$ cat src/rtl/sram_arbiter.sv
// sram_arbiter: two-port (A=fetch, B=data) front end for the external-SRAM bus driver; SRAM_ARB_FIXED_PRIO_EN makes B win ties.
// Latency: grant edge -> m_valid +1, rvalid +3 with m_ready high and m_done one cycle later; zero-mask requests complete at +2.
// Backpressure: one transaction in flight; ports see ready only in IDLE; m_* held stable until m_ready, then wait for m_done.
module sram_arbiter #(
  parameter int AW = 32
) (
  input  logic          clk,
  input  logic          reset,

  input  logic          a_valid,
  output logic          a_ready,
  input  logic [AW-1:0] a_addr,
  input  logic          a_we,
  input  logic [15:0]   a_wdata,
  input  logic [1:0]    a_bmask,
  output logic          a_rvalid,
  output logic [15:0]   a_rdata,

  input  logic          b_valid,
  output logic          b_ready,
  input  logic [AW-1:0] b_addr,
  input  logic          b_we,
  input  logic [15:0]   b_wdata,
  input  logic [1:0]    b_bmask,
  output logic          b_rvalid,
  output logic [15:0]   b_rdata,

  output logic          m_valid,
  input  logic          m_ready,
  output logic [AW-1:0] m_addr,
  output logic          m_we,
  output logic [15:0]   m_wdata,
  output logic [1:0]    m_bmask,
  input  logic          m_done,
  input  logic [15:0]   m_rdata,

  output logic          busy,
  output logic          owner
);

  typedef enum logic [1:0] {
    IDLE  = 2'd0,
    ISSUE = 2'd1,
    WAIT  = 2'd2,
    LOCAL = 2'd3
  } state_t;

  state_t state;
  state_t state_nxt;

  logic          grant_a;
  logic          grant_b;
  logic          grant_any;

  logic [AW-1:0] req_addr;
  logic          req_we;
  logic [15:0]   req_wdata;
  logic [1:0]    req_bmask;

  logic          cpl_fire;
  logic [15:0]   cpl_data;

  // Pick a winner in IDLE only; a tie goes to the port that did not win last time
  // (or always to B in the fixed-priority build).
  always_comb begin
    grant_a = 1'b0;
    grant_b = 1'b0;
    if (state == IDLE) begin
      if (a_valid && b_valid) begin
`ifdef SRAM_ARB_FIXED_PRIO_EN
        grant_b = 1'b1;
`else
        if (owner) begin
          grant_a = 1'b1;
        end else begin
          grant_b = 1'b1;
        end
`endif
      end else if (a_valid) begin
        grant_a = 1'b1;
      end else if (b_valid) begin
        grant_b = 1'b1;
      end
    end
  end

  assign grant_any = grant_a | grant_b;

  // Select the winning port's request fields for latching on the grant edge.
  always_comb begin
    req_addr  = a_addr;
    req_we    = a_we;
    req_wdata = a_wdata;
    req_bmask = a_bmask;
    if (grant_b) begin
      req_addr  = b_addr;
      req_we    = b_we;
      req_wdata = b_wdata;
      req_bmask = b_bmask;
    end
  end

  // Next-state and Moore/handshake outputs; a zero byte mask never touches the driver.
  always_comb begin
    state_nxt = state;
    a_ready   = 1'b0;
    b_ready   = 1'b0;
    m_valid   = 1'b0;
    busy      = (state != IDLE);
    cpl_fire  = 1'b0;
    cpl_data  = 16'h0000;
    case (state)
      IDLE: begin
        a_ready = grant_a;
        b_ready = grant_b;
        if (grant_any) begin
          state_nxt = (req_bmask != 2'b00) ? ISSUE : LOCAL;
        end
      end
      ISSUE: begin
        // A stray m_done here is a driver protocol error and is dropped.
        m_valid = 1'b1;
        if (m_ready) begin
          state_nxt = WAIT;
        end
      end
      WAIT: begin
        if (m_done) begin
          cpl_fire  = 1'b1;
          cpl_data  = m_rdata;
          state_nxt = IDLE;
        end
      end
      LOCAL: begin
        cpl_fire  = 1'b1;
        cpl_data  = 16'h0000;
        state_nxt = IDLE;
      end
      default: begin
        state_nxt = IDLE;
      end
    endcase
  end

  // State register; reset drops any in-flight transaction on the spot.
  always_ff @(posedge clk) begin
    if (reset) begin
      state <= IDLE;
    end else begin
      state <= state_nxt;
    end
  end

  // Capture the granted request and its owner; these only move on a grant edge.
  always_ff @(posedge clk) begin
    if (reset) begin
      m_addr  <= '0;
      m_we    <= 1'b0;
      m_wdata <= 16'h0000;
      m_bmask <= 2'b00;
      owner   <= 1'b1;
    end else if (grant_any) begin
      m_addr  <= req_addr;
      m_we    <= req_we;
      m_wdata <= req_wdata;
      m_bmask <= req_bmask;
      owner   <= grant_b;
    end
  end

  // Route the completion to the owning port only; rvalid is a one-cycle pulse,
  // rdata holds until that port's next completion.
  always_ff @(posedge clk) begin
    if (reset) begin
      a_rvalid <= 1'b0;
      b_rvalid <= 1'b0;
      a_rdata  <= 16'h0000;
      b_rdata  <= 16'h0000;
    end else begin
      a_rvalid <= 1'b0;
      b_rvalid <= 1'b0;
      if (cpl_fire) begin
        if (owner) begin
          b_rvalid <= 1'b1;
          b_rdata  <= cpl_data;
        end else begin
          a_rvalid <= 1'b1;
          a_rdata  <= cpl_data;
        end
      end
    end
  end

endmodule

$ cat config.mk
export PLATFORM = sky130hd
export DESIGN_NAME = sram_arbiter
export DESIGN_NICKNAME = d
export VERILOG_FILES = /design/src/rtl/sram_arbiter.sv
export SDC_FILE = /design/constraint.sdc
export NUM_CORES = 1
export LEC_CHECK = 0
export ABC_AREA = 1
export CAP_MARGIN = 20
export CELL_PAD_IN_SITES_DETAIL_PLACEMENT = 0
export CELL_PAD_IN_SITES_GLOBAL_PLACEMENT = 2
export CORE_UTILIZATION = 20
export CTS_CLUSTER_SIZE = 12
export DETAILED_ROUTE_END_ITERATION = 12
export GPL_TIMING_DRIVEN = 0
export PLACE_DENSITY = 0.92
export SYNTH_ARGS = -nofsm -noshare
export SYNTH_HDL_FRONTEND = slang
export SYNTH_SLANG_ARGS = --single-unit
$ cat constraint.sdc
create_clock -name clk -period 1.54 [get_ports clk]
set_input_delay 0.308 -clock clk [delete_from_list [all_inputs] [get_ports clk]]
set_output_delay 0.308 -clock clk [all_outputs]
set_load 0.1 [all_outputs]
Yosys cells after proc, flatten, opt, wreduce, memory -nomap -nowiden
Cells that the tools add are included.

Input bits: 124. Output and inout port bits: 90. Logic and storage cells: 52. Bits in registers: 88.

Reduce and logical (&&, ||, !) cells: 8. Bitwise operators: 3. Equal/unequal tests: 6. Mux-type cells: 25.

Operators with widths (count): $mux 16 (3); $mux 32 (1); $mux 1 (14); $mux 2 (5); $pmux 2 s4 (1); $ne 2x2->1 const B (3); $eq 2x2->1 const B (2); $reduce_and 2->1 (2); $reduce_bool 2->1 (2); $reduce_and 3->1 (1); $eq 2x1->1 const B (1); $logic_not 2->1 (1); $not 1->1 (2); $pmux 1 s2 (1); $reduce_or 2->1 (1); $logic_and 1x1->1 (1); $or 1x1->1 (1).

Depth between registers and ports, before layout
Depth in word-level cells: 9. Mapped depth: 8. Gate-level depth less buffers: 8.

Worst setup path after synthesis
Ideal clock, no wire load.

Path type: flip-flop to flip-flop. Start: register owner. End: register m_addr[29]. Data required time: 1.466 ns. Clock period less this slack: 3.102 ns. Buffers on the path: 0. Stages on the path, launching flop included: 5. Path slack: -1.562 ns. Setup time: 0.074 ns. Arrival: 3.028 ns. Path through: dfxtp_1 > inv_1 > a21oi_1 > nand3_1 > a31oi_1.

Longest elaborated chain between the ends: 4. Elaborated cells between the ends (all ways): 8. Those cells by class: mux: 7; bitwise: 1.

Ends and longest elaborated chain: from (decl) (line 38) `output logic owner`; from (signal assigned) (line 167) `owner <= grant_b;`; $mux 1 (line 73) `if (owner) begin`; $mux 1 (line 69) `if (a_valid && b_valid) begin`; $mux 1 (line 68) `if (state == IDLE) begin`; $mux 32 or $or 1x1->1 (tied branches) (line 95, 87); to (signal assigned) (line 163) `m_addr <= req_addr;`; to (decl) (line 30) `output logic [AW-1:0] m_addr,`.

Several ways; a longest one is shown, not always the timed one. A chain may end at the register's enable or synchronous reset.

Worst setup path after layout
Start: register state[1]. End: output b_ready.

Longest elaborated chain between the ends: 3.

Ends and longest elaborated chain: from (decl) (line 48) `state_t state;`; from (signal assigned) (line 150) `state <= state_nxt;`; $logic_not 2->1 (*) (line 68, 112); $mux 1 (line 68); $mux 1 (*) (line 112) `case (state)`; to (decl) (line 20) `output logic b_ready,`.

Mark *: on every way between the ends. The rest lies on a longest branch, timed or not.

==> impl_summary.md <==
Outcome
The run finished, with violations left. The checks that failed: setup timing.

Synthesis
In the synthesized netlist the dominant register cell turns out to be sky130_fd_sc_hd__dfxtp_1. The proportion of synthesized flip-flops having asynchronous set or reset is 0%. For this run, the register share of the synthesized area comes to 45.5%. The synthesized netlist occupies a cell area of 3870 um^2.

Counting every net in the synthesized netlist gives 659. Synthesis instantiated 22 different standard cells from the library. The register bit total from synthesis is 88. Sorting the synthesized cells by area gives the leading types as sky130_fd_sc_hd__dfxtp_1 (45%), sky130_fd_sc_hd__nand2_1 (12%), sky130_fd_sc_hd__o211ai_1 (7.9%).

Yosys mapped a number of flops with a built-in enable equal to 0. The cell count after synthesis is 535. The area share of the largest cell type after synthesis is 45.5%.

The number of warnings reported in the yosys synthesis log is 0. Among all cell types in the netlist, the one instantiated most often is sky130_fd_sc_hd__nand2_1. A synthesized cell averages 7.24 um^2. The biggest area contributor in the post-synthesis netlist is sky130_fd_sc_hd__dfxtp_1. By count the netlist is led by sky130_fd_sc_hd__nand2_1 (123), sky130_fd_sc_hd__dfxtp_1 (88), sky130_fd_sc_hd__inv_1 (65).

Clock network
The total of hold buffers inserted after clock tree synthesis is 0. The tree is rooted in a sky130_fd_sc_hd__clkbuf_16. The clock reaches the later pin of the worst-skew pair after 0.35 ns.

The deepest clock path buffer count is 2. The TritonCTS clock tree is built. Clock tree synthesis inserted a total of 9 buffers. The clock sink count is 88. Clock-pin slew was measured on the worst setup and hold paths at 0.07 ns. The H-tree was split into 3 levels.

Layout
Cells fill 34.3% of the core in the end. Relative to the synthesized area, the layout overhead comes to 66.5%. The proportion of layout cells with a drive suffix above 1 is 22.9%. The final layout contains 889 nets. Once layout is complete, the cells apart from fillers number 1030. 0 antenna diodes ended up in the layout.

Floorplanning
In this run the horizontal extent of the chip is 141 um. The y dimension of the die is 141 um. For this configuration, the core starts out at a cell density of 20.6%. The number of rows created at floorplan is 50. 214 I/O pins were placed. The core box area is 18800 um^2. The floorplan step defined a die boundary enclosing 19900 um^2.

Timing
Setup repair after global routing could not meet its margin everywhere. The final number of setup-violating endpoints is 2. The transition at the pin with the smallest max-transition slack is 0.529 ns. The worst setup skew after layout is 0.00494 ns. The clock period minus worst slack is 1.66 ns.

The highest attainable clock frequency is 0.603 GHz. The max-slew violation total from the final report is 0. The minimum setup slack in the final design is -0.120 ns. The setup total negative slack is -0.236 ns. Headroom to the max-slew limit came out at 65.0%. The final number of hold-violating endpoints is 0. The final cycle utilization of the critical path is 108%.

Pwr
The proportion of power drawn by flip-flops and latches is 28.7%. Overall power consumption after layout is estimated at 9.53 mW. The clock network burns 26.6% of the power.

Of the total power, combinational logic draws 44.7%. The internal power of the cells is 5.17 mW. The peak ir drop on the vdd network is 606 uV. The power spent charging and discharging nets is 4.36 mW. The static leakage is 3.24 nW. The switching share of power is 45.8%. The power density relative to cell area is 1480 nW/um^2.

Detailed routing
After detailed routing, the average wire length per cell comes to 14.5 um. The detailed-routing iteration count for the pre-antenna-repair pass is 4. The total detailed-routing wirelength is 14900 um. The initial detailed-routing violation count is 108. The residual DRC count is 0. Once detail routing completed, the nets flagged for antenna violations numbered 0. The via count of the routed design is 4213. The routed via count divided by cell count is 4.09.

Placement
In this run, placement finished with an instance count of 1007. The final weighted congestion of routability-driven global placement is 0.775. During placement, the flow inserted port buffers numbering 212. Detailed placement ended at an HPWL of 11000 um.

Critical path
STA classifies the critical path startpoint as a register. The arrival time reported for the critical path endpoint is 1.35 ns. The signal on the critical path passes through nor2_4 -> nand3_4 -> clkinv_4 -> buf_8 -> buf_12. The category of the critical setup timing path is register to output pin. In this design, the stage delay of the slowest critical-path cell is 0.35 ns. STA classifies the critical path endpoint as an output pin.

STA puts the critical path data required time at 1.23 ns. The largest fanout of any net on the critical path is 4. The worst-path cell with the longest stage delay is sky130_fd_sc_hd__dfxtp_4.

Global routing
The leftover overflow at the end of global routing is 0. The largest net degree at the start of global routing is 15. The number of global-route vias before repair is 4210. In the global route stage, overall resource usage came out at 15.4%.

The number of antenna violations at the first check in global routing is 0. The first-pass GRT wire length is 23100 um.

Flow run
Max-cap violations in this run came to 0.

Hold path
In this run the worst hold path is classified as primary input to register.
[through the flow]
step | hold slack (ns) | area [um^2] | setup WS, ns
2_1_floorplan | 0.468 | 3900 | -0.0113
5_1_grt | 0.298 | 6450 | -0.193
4_1_cts | 0.271 | 6380 | -0.212
6_report | 0.274 | 6450 | -0.120
3_3_place_gp | 0.447 | 6350 | -1.61
3_5_place_dp | 0.454 | 6350 | -1.65
[final cells by class]
| cell class | count | area [um^2] |
|---|---|---|
| repair buffers | 220 | 1790 |
| multi-input cells | 334 | 1670 |
| clock inverters | 4 | 73.8 |
| flip-flops and latches | 88 | 1770 |
| plain buffers | 35 | 255 |
| fillers | 2054 | 12400 |
| clock buffers | 12 | 268 |
| well taps | 260 | 325 |
| inverters | 77 | 302 |
[placed cells by master, fill, tap and decap left out, drive strengths merged, types with 20 or more instances in the layout]
| cell | synthesis | layout |
|---|---|---|
| o211ai | 50 | 50 |
| nor2 | 61 | 61 |
| clkbuf | 10 | 20 |
| dfxtp | 88 | 88 |
| inv | 76 | 74 |
| clkdlybuf4s50 | 0 | 120 |
| nand3 | 50 | 50 |
| buf | 26 | 124 |
| o21ai | 31 | 31 |
| nand2 | 123 | 123 |
[worst max-delay path, delay by kind of cell, from the launching register on]
| kind | cells | cell delay [ns] |
|---|---|---|
| buffers and inverters | 3 | 0.36 |
| DFF | 1 | 0.35 |
| and+or+nand+nor | 2 | 0.29 |
[repair_timing]
action | in CTS | in global routing
setup endpoints to repair | 142 | 75
buffers inserted | 4 | 4
resized for setup | 482 | 24
pin swaps | 2 | 3
[flip-flops by register name, indices dropped and copies added, names as in the netlist, 2 cells and up]
name,flops
m_addr,32
m_bmask,2
m_wdata,16
a_rdata,16
b_rdata,16
state,2
[per-layer routing]
metal | global-route usage (%) | wire [um]
met2 | 25.5 | 6700
met3 | 7.10 | 1630
met4 | 4.46 | 139
met1 | 17.6 | 6480
met5 | 0 | 0
[cells by family (layout without fill, tap and decap cells)]
family,count (synthesis),count (layout),synth area share [%]
compound gates,98,98,17.2
buf+inv,113,348,12.3
flops,88,88,45.5
simple gates,236,236,25.0
[power groups by stage]
stage / sequential [mW] / clock, mW / combinational (mW)
global placement: 2.79 / 0 / 4.39
detailed placement: 2.79 / 0 / 4.38
global route: 2.77 / 2.71 / 4.50
finish: 2.74 / 2.53 / 4.27
CTS: 2.74 / 2.64 / 4.25
floorplan: 4.85 / 0 / 1.06
[worst paths after layout]
path              startpoint          end  slack, ns  cells past startpoint
hold / removal         reset     state[1]       0.27                      2
setup / recovery    state[1]      b_ready      -0.12                      5
hold reg to reg   a_rdata[5]   a_rdata[5]       0.46                      2
setup reg to reg    state[1]  m_wdata[14]       0.01                      9
Note: power is estimated with default switching activity, not from simulation.
